### src/rtl/spi_ram_arbiter_if.sv
// ----------------------------------------------------------------------------
// spi_ram_arbiter_if
// Bundles the two requester channels, the RAM command/read-data channel and
// the timeout flag of the command-RAM arbiter.
//   slave  : arbiter side (accepts requests, drives RAM commands/responses)
//   master : requester/RAM side (drives requests and RAM read data)
// ----------------------------------------------------------------------------
interface spi_ram_arbiter_if;
    logic [9:0] req0_data;
    logic       req0_valid;
    logic       req0_ready;
    logic [7:0] rsp0_data;
    logic       rsp0_valid;
    logic [9:0] req1_data;
    logic       req1_valid;
    logic       req1_ready;
    logic [7:0] rsp1_data;
    logic       rsp1_valid;
    logic [9:0] ram_din;
    logic       ram_rx_valid;
    logic [7:0] ram_dout;
    logic       ram_tx_valid;
    logic       timeout_err;

    modport slave (
        input  req0_data, req0_valid, req1_data, req1_valid, ram_dout, ram_tx_valid,
        output req0_ready, rsp0_data, rsp0_valid, req1_ready, rsp1_data, rsp1_valid,
        output ram_din, ram_rx_valid, timeout_err
    );

    modport master (
        output req0_data, req0_valid, req1_data, req1_valid, ram_dout, ram_tx_valid,
        input  req0_ready, rsp0_data, rsp0_valid, req1_ready, rsp1_data, rsp1_valid,
        input  ram_din, ram_rx_valid, timeout_err
    );
endinterface

### src/rtl/spi_ram_arbiter.sv
// ----------------------------------------------------------------------------
// spi_ram_arbiter
// Shares the single-port command RAM between two requesters. A grant covers a
// whole transaction (address word, data word and any read-data return).
// Ties in IDLE go to the requester that was not granted last.
// Ports:
//   clk    : rising-edge clock
//   rst_n  : synchronous active-low reset
//   bus    : requester 0/1 command + response channels, RAM command
//            (ram_din/ram_rx_valid), RAM read data (ram_dout/ram_tx_valid),
//            timeout_err pulse
// ----------------------------------------------------------------------------
module spi_ram_arbiter #(
    parameter int RD_TIMEOUT   = 4,
    parameter int LOCK_TIMEOUT = 16
) (
    input  logic             clk,
    input  logic             rst_n,
    spi_ram_arbiter_if.slave bus
);

    localparam int CNT_MAX = (LOCK_TIMEOUT > RD_TIMEOUT) ? LOCK_TIMEOUT : RD_TIMEOUT;
    localparam int CW      = $clog2(CNT_MAX + 1);
    // Counter value on the last waiting cycle; timeout fires while it is held.
    localparam logic [CW-1:0] RD_LAST   = CW'(RD_TIMEOUT - 1);
    localparam logic [CW-1:0] LOCK_LAST = CW'(LOCK_TIMEOUT - 1);

    typedef enum logic [1:0] {
        ST_IDLE    = 2'd0,
        ST_LOCKED  = 2'd1,
        ST_WAIT_RD = 2'd2
    } state_e;

    state_e          state_q, state_d;
    logic            owner_q, owner_d;
    logic            last_grant_q, last_grant_d;
    logic [CW-1:0]   cnt_q, cnt_d;
    logic [9:0]      ram_din_q, ram_din_d;
    logic            ram_rx_valid_q, ram_rx_valid_d;
    logic [7:0]      rsp0_data_q, rsp0_data_d;
    logic            rsp0_valid_q, rsp0_valid_d;
    logic [7:0]      rsp1_data_q, rsp1_data_d;
    logic            rsp1_valid_q, rsp1_valid_d;
    logic            timeout_err_q, timeout_err_d;

    logic            ready0_s, ready1_s;
    logic            acc_s;
    logic [9:0]      acc_word_s;
    logic            rsp_fire_s;
    logic [7:0]      rsp_data_s;

    // Grant decision and combinational ready; ready is only raised together with valid.
    always_comb begin
        ready0_s = 1'b0;
        ready1_s = 1'b0;
        case (state_q)
            ST_IDLE: begin
                // last_grant_q = 1 means requester 1 went last, so 0 wins a tie
                if (bus.req0_valid && (!bus.req1_valid || last_grant_q)) begin
                    ready0_s = 1'b1;
                end else if (bus.req1_valid) begin
                    ready1_s = 1'b1;
                end else begin
                    ready0_s = 1'b0;
                    ready1_s = 1'b0;
                end
            end
            ST_LOCKED: begin
                if (owner_q) begin
                    ready1_s = bus.req1_valid;
                end else begin
                    ready0_s = bus.req0_valid;
                end
            end
            default: begin
                ready0_s = 1'b0;
                ready1_s = 1'b0;
            end
        endcase
        // Nothing is accepted while reset is applied.
        ready0_s   = ready0_s & rst_n;
        ready1_s   = ready1_s & rst_n;
        acc_s      = ready0_s | ready1_s;
        acc_word_s = ready1_s ? bus.req1_data : bus.req0_data;
    end

    // Next-state, counter and registered-output computation.
    always_comb begin
        state_d        = state_q;
        owner_d        = owner_q;
        last_grant_d   = last_grant_q;
        cnt_d          = cnt_q;
        ram_din_d      = ram_din_q;
        ram_rx_valid_d = 1'b0;
        rsp0_data_d    = rsp0_data_q;
        rsp0_valid_d   = 1'b0;
        rsp1_data_d    = rsp1_data_q;
        rsp1_valid_d   = 1'b0;
        timeout_err_d  = 1'b0;
        rsp_fire_s     = 1'b0;
        rsp_data_s     = 8'h00;

        case (state_q)
            ST_IDLE: begin
                if (acc_s) begin
                    last_grant_d = ready1_s;
                    owner_d      = ready1_s;
                end else begin
                    last_grant_d = last_grant_q;
                end
            end
            ST_LOCKED: begin
                if (acc_s) begin
                    cnt_d = {CW{1'b0}};
                end else if (cnt_q == LOCK_LAST) begin
                    timeout_err_d = 1'b1;
                    state_d       = ST_IDLE;
                    cnt_d         = {CW{1'b0}};
                end else begin
                    cnt_d = cnt_q + CW'(1);
                end
            end
            ST_WAIT_RD: begin
                // Data arriving on the timeout cycle takes precedence.
                if (bus.ram_tx_valid) begin
                    rsp_fire_s = 1'b1;
                    rsp_data_s = bus.ram_dout;
                    state_d    = ST_IDLE;
                    cnt_d      = {CW{1'b0}};
                end else if (cnt_q == RD_LAST) begin
                    rsp_fire_s    = 1'b1;
                    rsp_data_s    = 8'h00;
                    timeout_err_d = 1'b1;
                    state_d       = ST_IDLE;
                    cnt_d         = {CW{1'b0}};
                end else begin
                    cnt_d = cnt_q + CW'(1);
                end
            end
            default: begin
                state_d = ST_IDLE;
                cnt_d   = {CW{1'b0}};
            end
        endcase

        if (acc_s) begin
            ram_din_d      = acc_word_s;
            ram_rx_valid_d = 1'b1;
            cnt_d          = {CW{1'b0}};
            case (acc_word_s[9:8])
                2'b01:   state_d = ST_IDLE;     // data word closes a write
                2'b11:   state_d = ST_WAIT_RD;  // read data requested
                default: state_d = ST_LOCKED;   // address word opens a transaction
            endcase
        end else begin
            ram_din_d = ram_din_q;
        end

        if (rsp_fire_s) begin
            if (owner_q) begin
                rsp1_data_d  = rsp_data_s;
                rsp1_valid_d = 1'b1;
            end else begin
                rsp0_data_d  = rsp_data_s;
                rsp0_valid_d = 1'b1;
            end
        end else begin
            rsp0_valid_d = 1'b0;
            rsp1_valid_d = 1'b0;
        end
    end

    // State and output registers with synchronous active-low reset.
    always_ff @(posedge clk) begin
        if (!rst_n) begin
            state_q        <= ST_IDLE;
            owner_q        <= 1'b0;
            last_grant_q   <= 1'b1;
            cnt_q          <= {CW{1'b0}};
            ram_din_q      <= 10'h000;
            ram_rx_valid_q <= 1'b0;
            rsp0_data_q    <= 8'h00;
            rsp0_valid_q   <= 1'b0;
            rsp1_data_q    <= 8'h00;
            rsp1_valid_q   <= 1'b0;
            timeout_err_q  <= 1'b0;
        end else begin
            state_q        <= state_d;
            owner_q        <= owner_d;
            last_grant_q   <= last_grant_d;
            cnt_q          <= cnt_d;
            ram_din_q      <= ram_din_d;
            ram_rx_valid_q <= ram_rx_valid_d;
            rsp0_data_q    <= rsp0_data_d;
            rsp0_valid_q   <= rsp0_valid_d;
            rsp1_data_q    <= rsp1_data_d;
            rsp1_valid_q   <= rsp1_valid_d;
            timeout_err_q  <= timeout_err_d;
        end
    end

    assign bus.req0_ready   = ready0_s;
    assign bus.req1_ready   = ready1_s;
    assign bus.ram_din      = ram_din_q;
    assign bus.ram_rx_valid = ram_rx_valid_q;
    assign bus.rsp0_data    = rsp0_data_q;
    assign bus.rsp0_valid   = rsp0_valid_q;
    assign bus.rsp1_data    = rsp1_data_q;
    assign bus.rsp1_valid   = rsp1_valid_q;
    assign bus.timeout_err  = timeout_err_q;

endmodule

### src/flat_wrapper.sv
// flat-port wrapper written by rule: the top's interface ports become plain ports
module spi_ram_arbiter_flat 
#(
    parameter int RD_TIMEOUT   = 4,
    parameter int LOCK_TIMEOUT = 16
)
  (clk, rst_n, bus_req0_data, bus_req0_valid, bus_req1_data, bus_req1_valid, bus_ram_dout, bus_ram_tx_valid, bus_req0_ready, bus_rsp0_data, bus_rsp0_valid, bus_req1_ready, bus_rsp1_data, bus_rsp1_valid, bus_ram_din, bus_ram_rx_valid, bus_timeout_err);
  spi_ram_arbiter_if bus_i ();
  input  logic clk;
  input  logic rst_n;
  input wire logic [$bits(bus_i.req0_data)-1:0] bus_req0_data;
  input wire logic [$bits(bus_i.req0_valid)-1:0] bus_req0_valid;
  input wire logic [$bits(bus_i.req1_data)-1:0] bus_req1_data;
  input wire logic [$bits(bus_i.req1_valid)-1:0] bus_req1_valid;
  input wire logic [$bits(bus_i.ram_dout)-1:0] bus_ram_dout;
  input wire logic [$bits(bus_i.ram_tx_valid)-1:0] bus_ram_tx_valid;
  output wire logic [$bits(bus_i.req0_ready)-1:0] bus_req0_ready;
  output wire logic [$bits(bus_i.rsp0_data)-1:0] bus_rsp0_data;
  output wire logic [$bits(bus_i.rsp0_valid)-1:0] bus_rsp0_valid;
  output wire logic [$bits(bus_i.req1_ready)-1:0] bus_req1_ready;
  output wire logic [$bits(bus_i.rsp1_data)-1:0] bus_rsp1_data;
  output wire logic [$bits(bus_i.rsp1_valid)-1:0] bus_rsp1_valid;
  output wire logic [$bits(bus_i.ram_din)-1:0] bus_ram_din;
  output wire logic [$bits(bus_i.ram_rx_valid)-1:0] bus_ram_rx_valid;
  output wire logic [$bits(bus_i.timeout_err)-1:0] bus_timeout_err;
  assign bus_i.req0_data = bus_req0_data;
  assign bus_i.req0_valid = bus_req0_valid;
  assign bus_i.req1_data = bus_req1_data;
  assign bus_i.req1_valid = bus_req1_valid;
  assign bus_i.ram_dout = bus_ram_dout;
  assign bus_i.ram_tx_valid = bus_ram_tx_valid;
  assign bus_req0_ready = bus_i.req0_ready;
  assign bus_rsp0_data = bus_i.rsp0_data;
  assign bus_rsp0_valid = bus_i.rsp0_valid;
  assign bus_req1_ready = bus_i.req1_ready;
  assign bus_rsp1_data = bus_i.rsp1_data;
  assign bus_rsp1_valid = bus_i.rsp1_valid;
  assign bus_ram_din = bus_i.ram_din;
  assign bus_ram_rx_valid = bus_i.ram_rx_valid;
  assign bus_timeout_err = bus_i.timeout_err;
  spi_ram_arbiter #(.RD_TIMEOUT(RD_TIMEOUT), .LOCK_TIMEOUT(LOCK_TIMEOUT)) u_core (.clk(clk), .rst_n(rst_n), .bus(bus_i));
endmodule
### config.mk
export PLATFORM = sky130hd
export DESIGN_NAME = spi_ram_arbiter_flat
export DESIGN_NICKNAME = d
export VERILOG_FILES = /design/src/rtl/spi_ram_arbiter_if.sv /design/src/rtl/spi_ram_arbiter.sv /design/src/flat_wrapper.sv
export SDC_FILE = /design/constraint.sdc
export NUM_CORES = 1
export LEC_CHECK = 0
export ABC_AREA = 1
export CORE_MARGIN = 8
export CORE_UTILIZATION = 62
export DETAILED_ROUTE_END_ITERATION = 6
export DONT_BUFFER_PORTS = 1
export PLACE_DENSITY = 0.84
export SLEW_MARGIN = 25
export SYNTH_ARGS = -nofsm -noshare
export SYNTH_HDL_FRONTEND = slang
export SYNTH_SLANG_ARGS = --single-unit
### constraint.sdc
create_clock -name clk -period 2.3 [get_ports clk]
set_clock_uncertainty 0.2 [all_clocks]
set_input_delay 0.23 -clock clk [delete_from_list [all_inputs] [get_ports clk]]
set_output_delay 0.23 -clock clk [all_outputs]
set_load 0.01 [all_outputs]
==> flow_metrics.tcl, run 1 <==
set metrics [dict create \
    cp-startpoint "u_core.state_q[0]" \
    final_nets 312 \
    cp.arrival_ps 1730 \
    setup_ws_ps 139.7 \
    cp-start-kind "flip-flop" \
    drv_cap 0 \
    rr_startpoint "u_core.state_q[0]" \
    start_util 0.6335 \
    critPathSlowestCell "ha_1" \
    path_clk_slew_ps 110 \
    final.setup.tns_ps 0 \
    status "completed" \
    endpoint "bus_req1_ready" \
    overflow 0 \
    use_met1 0.2101 \
    busiest_layer "met2" \
    dpl.hpwl_um 3140 \
    core_um2 2953 \
    cts_tree "built" \
    synthTopCellsByCount "nand2_1, dfxtp_1, nor2_1, inv_1, a21oi_1" \
    clock_latency_ps 350 \
    cts_buffers 5 \
    synth_edf_count 0 \
    worstMarginPinSlew_ps 456.7 \
    vias_per_cell 5.376 \
    cts_root_buf "clkbuf_4" \
    area_growth_pct 18.19 \
    syn_area_per_cell_um2 7.730 \
    wl_um 4843 \
    final.period_utilization 0.9393 \
    required_ps 1870 \
    wire_per_inst_um 15.83 \
    grt_pass1_wl_um 7755 \
    finalCriticalPeriod_ps 2160 \
    leakagePower_nw 0.8866 \
    pin_count 65 \
    synthTopCellsByArea "dfxtp_1, nand2_1, a21oi_1" \
    r2r_setup_slack_ps 230 \
    ant_nets 0 \
    syn_nets 281 \
    slowest_delay_ps 410 \
    antenna_found_initial 0 \
    endpoint_kind "primary output" \
    finalHoldViolations 0 \
    synthFlopType "dfxtp_1" \
    pwr_density_cell_nw_per_um2 617.8 \
    fillers 213 \
    async_flop_share 0 \
    ctsResizeCount 0 \
    cp_max_fo 16 \
    yosysMostFrequentCell "nand2_1" \
    io_buffers 0 \
    cts.sinks 39 \
    drc 0 \
    seq_area_frac_synth 0.4174 \
    clockBufferDepth 2 \
    grt_use_met2 0.3285 \
    fin_area_um2 2211 \
    reg2regPathDepth 9 \
    die_width_um 70.93 \
    ys_seq_elements 39 \
    crit_buf_inv 2 \
    vdd_drop_max_uv 542.0 \
    placed_cell_area_um2 1854 \
    grt_pass1_vias 1615 \
    path_cells "inv_1 -> ha_1 -> nand2_2 -> nand2_4 -> nand2_8 -> inv_2" \
    use_met3 0.08333 \
    timing.rr.end "u_core.cnt_q[4]" \
    post-place-ws_ps 243.8 \
    synth_top_area_frac 0.4174 \
    drv_slew 0 \
    grt_util_all_layers 0.1934 \
    rsz0062_at_grt "no" \
    whs_ps 38.12 \
    globalplace.congestion 0.7883 \
    crit_family "adder cells" \
    cts_setup_buffers 0 \
    syn_area_um2 1871 \
    die_y_um 70.93 \
    num_antenna_cells 0 \
    drt_iter0_markers 76 \
    ys_types 32 \
    die_area_um2 5030 \
    fmax_ghz 0.4629 \
    worst-path-stages 6 \
    relSlewSlack 0.6951 \
    grt_max_degree 17 \
    rows 20 \
    worst-setup-path-type "flip-flop to primary output" \
    setup_viol 0 \
    ys_warn_count 0 \
    postCtsHoldBufs 30 \
    worst_hold_path_type "input pin to flip-flop" \
    layout-drive-gt1-share 0.1319 \
    dr.pass1.iters 4 \
    vias 1645 \
    cts_max_level 2 \
    syn_inst 242 \
    yosysTopAreaCell "dfxtp_1" \
]
-- final cells by class --
type / instances / area, um^2 / area share
Multi-Input combinational cell: 168 / 915.9 / 0.4143
Sequential cell: 39 / 780.7 / 0.3531
Timing Repair Buffer: 31 / 307.8 / 0.1392
Inverter: 28 / 108.9 / 0.04924
Clock buffer: 6 / 51.30 / 0.02320
Tap cell: 33 / 41.29 / 0.01868
Clock inverter: 1 / 5.005 / 0.002264
-- worst min path at each step --
stage | slack, ps | start | endpoint | cells after the start
CTS | 30 | rst_n | u_core.state_q[1] | 2
detailed placement | 120 | rst_n | u_core.last_grant_q | 1
global placement | 120 | rst_n | u_core.last_grant_q | 1
global route | 60 | rst_n | u_core.state_q[1] | 2
finish | 40 | rst_n | u_core.state_q[1] | 2
floorplan | 110 | rst_n | u_core.last_grant_q | 1
-- placed cells by master, fill, tap and decap left out, drive strengths merged, types with 2 or more instances in the layout --
cell,count
nand2,74
dfxtp,39
dlygate4sd3,30
inv,27
nor2,26
a21oi,24
o21ai,19
nand3,10
ha,6
clkbuf,6
clkinv,2
nand4,2
-- power breakdown --
part	total, W	switching, W	internal, W	leakage (nW)
clock	0.000365	0.000223	0.000142	0.0341
combinational	0.000240	0.000145	0.0000946	0.535
sequential	0.000761	0.0000467	0.000714	0.318
total	0.00137	0.000415	0.000951	0.887
-- cell families after synthesis --
| kind of cell | Yosys count | synth area share |
|---|---|---|
| buffers and inverters | 35 | 0.09298 |
| adders and majority gates | 6 | 0.04013 |
| AOI/OAI and AO/OA | 45 | 0.1472 |
| xor gates and xnor gates | 1 | 0.004683 |
| and+or+nand+nor | 115 | 0.2923 |
| muxes | 1 | 0.005351 |
| DFF | 39 | 0.4174 |
-- flip-flops by register name, summed over array words and instances, names as in the netlist --
register                 cells
u_core.bus.ram_din          10
u_core.bus.ram_rx_valid      1
u_core.bus.rsp0_data         8
u_core.bus.rsp0_valid        1
u_core.bus.rsp1_data         8
u_core.bus.rsp1_valid        1
u_core.bus.timeout_err       1
u_core.cnt_q                 5
u_core.last_grant_q          1
u_core.owner_q               1
u_core.state_q               2
-- metrics by stage --
| step | power (W) | std cells | utilization |
|---|---|---|---|
| 6_report | 0.001366 | 306 | 0.7487 |
| 5_1_grt | 0.001431 | 306 | 0.7487 |
| 4_1_cts | 0.001360 | 306 | 0.7487 |
| 3_5_place_dp | 0.0009626 | 269 | 0.6280 |
| 3_3_place_gp | 0.0009564 | 269 | 0.6280 |
| 2_1_floorplan | 0.0009448 | 242 | - |
-- routing by layer --
metal | share of wire | wire length, um
met5 | 0 | 0
met4 | 0.019 | 94
met1 | 0.39 | 1910
met2 | 0.50 | 2406
met3 | 0.089 | 430
Note: power is estimated with default switching activity, not from simulation.
==> run 2: changes to the inputs <==
- CORE_UTILIZATION: 62 -> 39
- PLACE_DENSITY: 0.84 -> default
==> run 2 against run 1 <==
Net effect: sequential share of layout area shrank 0.86 points; first-iteration DRC count shrank 18%; via count shrank 2.7%; flip-flop and latch count is the same; fmax grew 4.2%; design area grew 2.5%; register-to-register slack gained 20 ps; critical path depth is the same; global-route usage shrank 5.6 points; clock power grew 60%; routed wire length shrank 0.97%; largest cell class unchanged; largest power group unchanged.
==> flow_metrics.tcl, run 2 (same netlist as run 1, synthesis figures left out) <==
set metrics [dict create \
    status "completed" \
    pwr-share-comb 0.148 \
    endpoint_kind "primary output" \
    final_nets 309 \
    wire_per_inst_um 14.76 \
    ctsResizeCount 0 \
    cts_root_buf "clkbuf_8" \
    required_ps 1870 \
    dr.pass1.iters 4 \
    fmax_ghz 0.4824 \
    start_util 0.4013 \
    p_int_w 0.001156 \
    drv_cap 0 \
    fillers 442 \
    path_clk_slew_ps 70 \
    grt_max_degree 20 \
    core_um2 4661 \
    leakagePower_nw 0.9023 \
    grt_pass1_wl_um 8045 \
    p_seq_frac 0.480 \
    clock_power_share 0.372 \
    layout_common_cells "nand2_1, dfxtp_1, dlygate4sd3_1" \
    layout-drive-gt1-share 0.1402 \
    drc 0 \
    cts_setup_buffers 0 \
    busiest_layer "met2" \
    fin_cells 325 \
    finalCriticalPeriod_ps 2073 \
    holdPathEnd "u_core.state_q[1]" \
    r2r_setup_slack_ps 250 \
    largest_reg_flops 10 \
    totalPowerFinal_w 0.001574 \
    relSlewSlack 0.7302 \
    swShare 0.2652 \
    pin_count 65 \
    final.setup.tns_ps 0 \
    cp.arrival_ps 1640 \
    cts_max_level 2 \
    wl_um 4796 \
    cts_tree "built" \
    placed_cells_incl_taps 291 \
    use_met1 0.1508 \
    io_buffers 0 \
    timing.rr.end "u_core.cnt_q[4]" \
    whs_path_depth 2 \
    pwr_density_cell_nw_per_um2 694.6 \
    rows 25 \
    cts.sinks 39 \
    cp_max_fo 16 \
    num_antenna_cells 0 \
    use_met3 0.07336 \
    dpl.hpwl_um 3382 \
    die_area_um2 7268 \
    area_growth_pct 21.14 \
    min_from "rst_n" \
    rsz0062_at_grt "no" \
    vias_per_cell 4.926 \
    antenna_found_initial 0 \
    grt_pass1_vias 1654 \
    worstMarginPinSlew_ps 404.8 \
    setup_viol 0 \
    cp-start-kind "flip-flop" \
    final.period_utilization 0.9014 \
    grt_util_all_layers 0.1379 \
    worst_hold_path_type "input pin to flip-flop" \
    reg2regPathDepth 9 \
    drt_iter0_markers 62 \
    grt_use_met2 0.2223 \
    overflow 0 \
    drv_slew 0 \
    final_common_cell "nand2_1" \
    die_y_um 85.26 \
    die_width_um 85.26 \
    vias 1601 \
    worst-setup-path-type "flip-flop to primary output" \
    ant_nets 0 \
    cts_buffers 5 \
    vdd_drop_max_uv 362.1 \
    clock_latency_ps 280 \
    finalHoldViolations 0 \
    clockBufferDepth 2 \
    power.switching_w 0.0004175 \
    rr_startpoint "u_core.state_q[0]" \
    globalplace.congestion 0.7958 \
]
==> run 2: worst max-delay path by stage <==
stage / slack (ps) / end / startpoint / cells after the start
6_report: 230 / bus_req1_ready / u_core.state_q[1] / 6
5_1_grt: 80 / u_core.cnt_q[4] / u_core.state_q[1] / 9
4_1_cts: 210 / bus_req1_ready / u_core.state_q[1] / 6
3_5_place_dp: 250 / u_core.cnt_q[4] / u_core.state_q[0] / 9
3_3_place_gp: 310 / u_core.cnt_q[4] / u_core.state_q[0] / 9
2_1_floorplan: 630 / u_core.cnt_q[1] / u_core.cnt_q[0] / 9
==> run 2: cell type report <==
type / instances / area [um^2] / share of cell area
Sequential cell: 39 / 780.7 / 0.3446
Clock inverter: 2 / 35.03 / 0.01546
Timing Repair Buffer: 28 / 275.3 / 0.1215
Tap cell: 54 / 67.56 / 0.02982
Clock buffer: 6 / 82.58 / 0.03644
Multi-Input combinational cell: 168 / 915.9 / 0.4042
Inverter: 28 / 108.9 / 0.04804
==> run 2: power groups by stage <==
stage	registers, W	logic (W)	clock network [W]
2_1_floorplan	0.000763	0.000181	0
3_3_place_gp	0.000773	0.000192	0
3_5_place_dp	0.000773	0.000194	0
4_1_cts	0.000758	0.000232	0.000600
5_1_grt	0.000762	0.000261	0.000633
6_report	0.000756	0.000233	0.000585
==> run 2: stage by stage <==
step / hold WS (ps) / setup WS, ps / utilization / instance area [um^2]
finish: 7.313 / 226.9 / 0.4862 / 2266
global placement: 122.9 / 311.4 / 0.4051 / 1888
detailed placement: 125.1 / 247.2 / 0.4051 / 1888
floorplan: 114.6 / 633.2 / - / 1871
CTS: 0.7117 / 205.1 / 0.4862 / 2266
global route: 9.270 / 83.99 / 0.4862 / 2266
==> run 2: worst max-delay path, stage by stage (launching register included) <==
cell	delay, ps
dfxtp_1	340
inv_1	80
ha_1	400
nand2_2	120
nand2_4	100
nand2_8	110
inv_2	200
==> run 2: what timing repair did <==
item,4_1_cts,5_1_grt
hold buffers,26,0
endpoints found under the hold margin,30,0
setup endpoints to repair,0,0
==> run 2: metal layers <==
metal,wire length [um],up-vias
met5,0,-
met4,78,0
met3,492,7
met2,2223,54
met1,2001,716
li1,-,824
==> run 3: changes to the inputs <==
- CORE_UTILIZATION: 39 -> 30
- clock period: 2.3 -> 2.6 ns (I/O delays scaled with it)
==> run 3 against run 2 <==
Net effect: design area is 1.1% lower; worst setup slack worse by 40 ps; die area is 24% higher; via count is 1.8% lower; worst hold slack worse by 4.9 ps; clock power is 11% lower; count of clock-buffer cells in the layout stayed put; sequential power is 11% lower; critical path type is now flip-flop to flip-flop; register-to-register slack worse by 60 ps.
==> flow_metrics.tcl, run 3 (same netlist as run 1, synthesis figures left out) <==
set metrics [dict create \
    placed_cells_incl_taps 311 \
    grt_max_degree 20 \
    grt_util_all_layers 0.1033 \
    io_buffers 0 \
    cts_root_buf "clkbuf_8" \
    area_growth_pct 19.80 \
    antenna_found_initial 0 \
    dpl.hpwl_um 3528 \
    die_y_um 94.96 \
    pin_count 65 \
    core_um2 5991 \
    path_clk_slew_ps 80 \
    cts_max_level 2 \
    cp.arrival_ps 2450 \
    globalplace.congestion 0.7560 \
    fin_cells 341 \
    rows 28 \
    wl_um 4787 \
    final.setup.tns_ps 0 \
    fmax_ghz 0.4143 \
    whs_ps 2.419 \
    ant_nets 0 \
    grt_pass1_vias 1506 \
    r2r_setup_slack_ps 190 \
    vias 1572 \
    cpMostUsedCell "nand2_8" \
    drc 0 \
    rsz0062_at_grt "no" \
    worst-setup-path-type "flip-flop to flip-flop" \
    cp-start-kind "flip-flop" \
    die_width_um 94.96 \
    cts_buffers 5 \
    drv_slew 0 \
    grt_pass1_wl_um 7238 \
    worst_hold_path_type "input pin to flip-flop" \
    clockBufferDepth 2 \
    crit_family "simple AND/OR/NAND/NOR gates" \
    num_antenna_cells 0 \
    final_nets 304 \
    finalHoldViolations 0 \
    vdd_drop_max_uv 251.9 \
    worstMarginPinSlew_ps 443.0 \
    endpoint_kind "flip-flop" \
    dr.pass1.iters 4 \
    final_common_cell "nand2_1" \
    critPathSlowestCell "dlygate4sd3_1" \
    setup_viol 0 \
    path_cells "inv_1 -> ha_1 -> nand2_2 -> nand2_4 -> nand2_8 -> nand2_8 -> nor2_4 -> nand2_1 -> o21ai_2 -> dlygate4sd3_1" \
    drt_iter0_markers 62 \
    fillers 616 \
    final.period_utilization 0.9283 \
    pwr_density_cell_nw_per_um2 628.7 \
    setup_ws_ps 186.4 \
    cts.sinks 39 \
    die_area_um2 9017 \
    drv_cap 0 \
    leakagePower_nw 0.8920 \
    vias_per_cell 4.610 \
    cts_tree "built" \
    cp_max_fo 16 \
    overflow 0 \
    clock_latency_ps 290 \
    wire_per_inst_um 14.04 \
    largest_reg_flops 10 \
    layout-drive-gt1-share 0.1504 \
    required_ps 2640 \
    post-place-ws_ps 510.8 \
    crit_buf_inv 2 \
    layout_common_cells "nand2_1, dfxtp_1, nor2_1" \
    slowest_delay_ps 550 \
    start_util 0.3122 \
    relSlewSlack 0.7043 \
    totalPowerFinal_w 0.001409 \
    status "completed" \
    finalCriticalPeriod_ps 2414 \
]
==> run 3: cell count changes in the layout (fill, tap and decap cells not counted), sizes merged <==
cell	change
buf	+1
nor2	+1
dlygate4sd3	-7
==> run 3: worst register-to-register path, stage by stage, from the launching register on <==
cell and delay [ps]:
dfxtp_1 380, inv_1 80, ha_1 330, nand2_2 150, nand2_4 80, nand2_8 140, nand2_8 130, nor2_4 200
nand2_1 80, o21ai_2 60, dlygate4sd3_1 550
==> run 3: report_power, final <==
part | switching, W | leakage, nW | total (W) | internal [W]
sequential | 0.0000409 | 0.318 | 0.000673 | 0.000632
clock | 0.000211 | 0.0612 | 0.000521 | 0.000311
combinational | 0.000124 | 0.513 | 0.000215 | 0.0000911
total | 0.000376 | 0.892 | 0.00141 | 0.00103
==> run 3: per-layer routing <==
metal,GRT usage,part of all wire,vias up
met4,0.03511,0.013,0
met2,0.1767,0.48,44
met5,0,0,-
met1,0.1127,0.41,707
met3,0.04286,0.099,5
li1,-,-,816
==> run 3: path summary, 6_finish.rpt <==
check,from,end,depth (start not counted)
setup / recovery,u_core.state_q[1],u_core.bus.ram_din[7],10
hold / removal,bus_ram_dout[1],u_core.bus.rsp1_data[1],4
setup reg to reg,u_core.state_q[1],u_core.bus.ram_din[7],10
hold reg to reg,u_core.last_grant_q,u_core.last_grant_q,2
==> run 3: per-stage QoR <==
step | utilization | area [um^2]
final | 0.3741 | 2241
after global routing | 0.3741 | 2241
after CTS | 0.3697 | 2215
after detailed placement | 0.3183 | 1907
after global placement | 0.3183 | 1907
after floorplan | - | 1871
==> run 3: final cells by class <==
| class | count | area (um^2) | area share |
|---|---|---|---|
| multi-input cells | 169 | 927.1 | 0.4137 |
| flip-flops and latches | 39 | 780.7 | 0.3484 |
| repair buffers | 22 | 212.7 | 0.09492 |
| inverters | 28 | 108.9 | 0.04858 |
| well taps | 75 | 93.84 | 0.04188 |
| clock buffers | 6 | 82.58 | 0.03685 |
| clock inverters | 2 | 35.03 | 0.01563 |
==> run 3: repair_timing <==
item,4_1_cts,5_1_grt
setup endpoints to repair,0,7
hold endpoints to repair,14,0
hold buffers,19,0
gates resized for setup,0,1
setup buffers,0,2
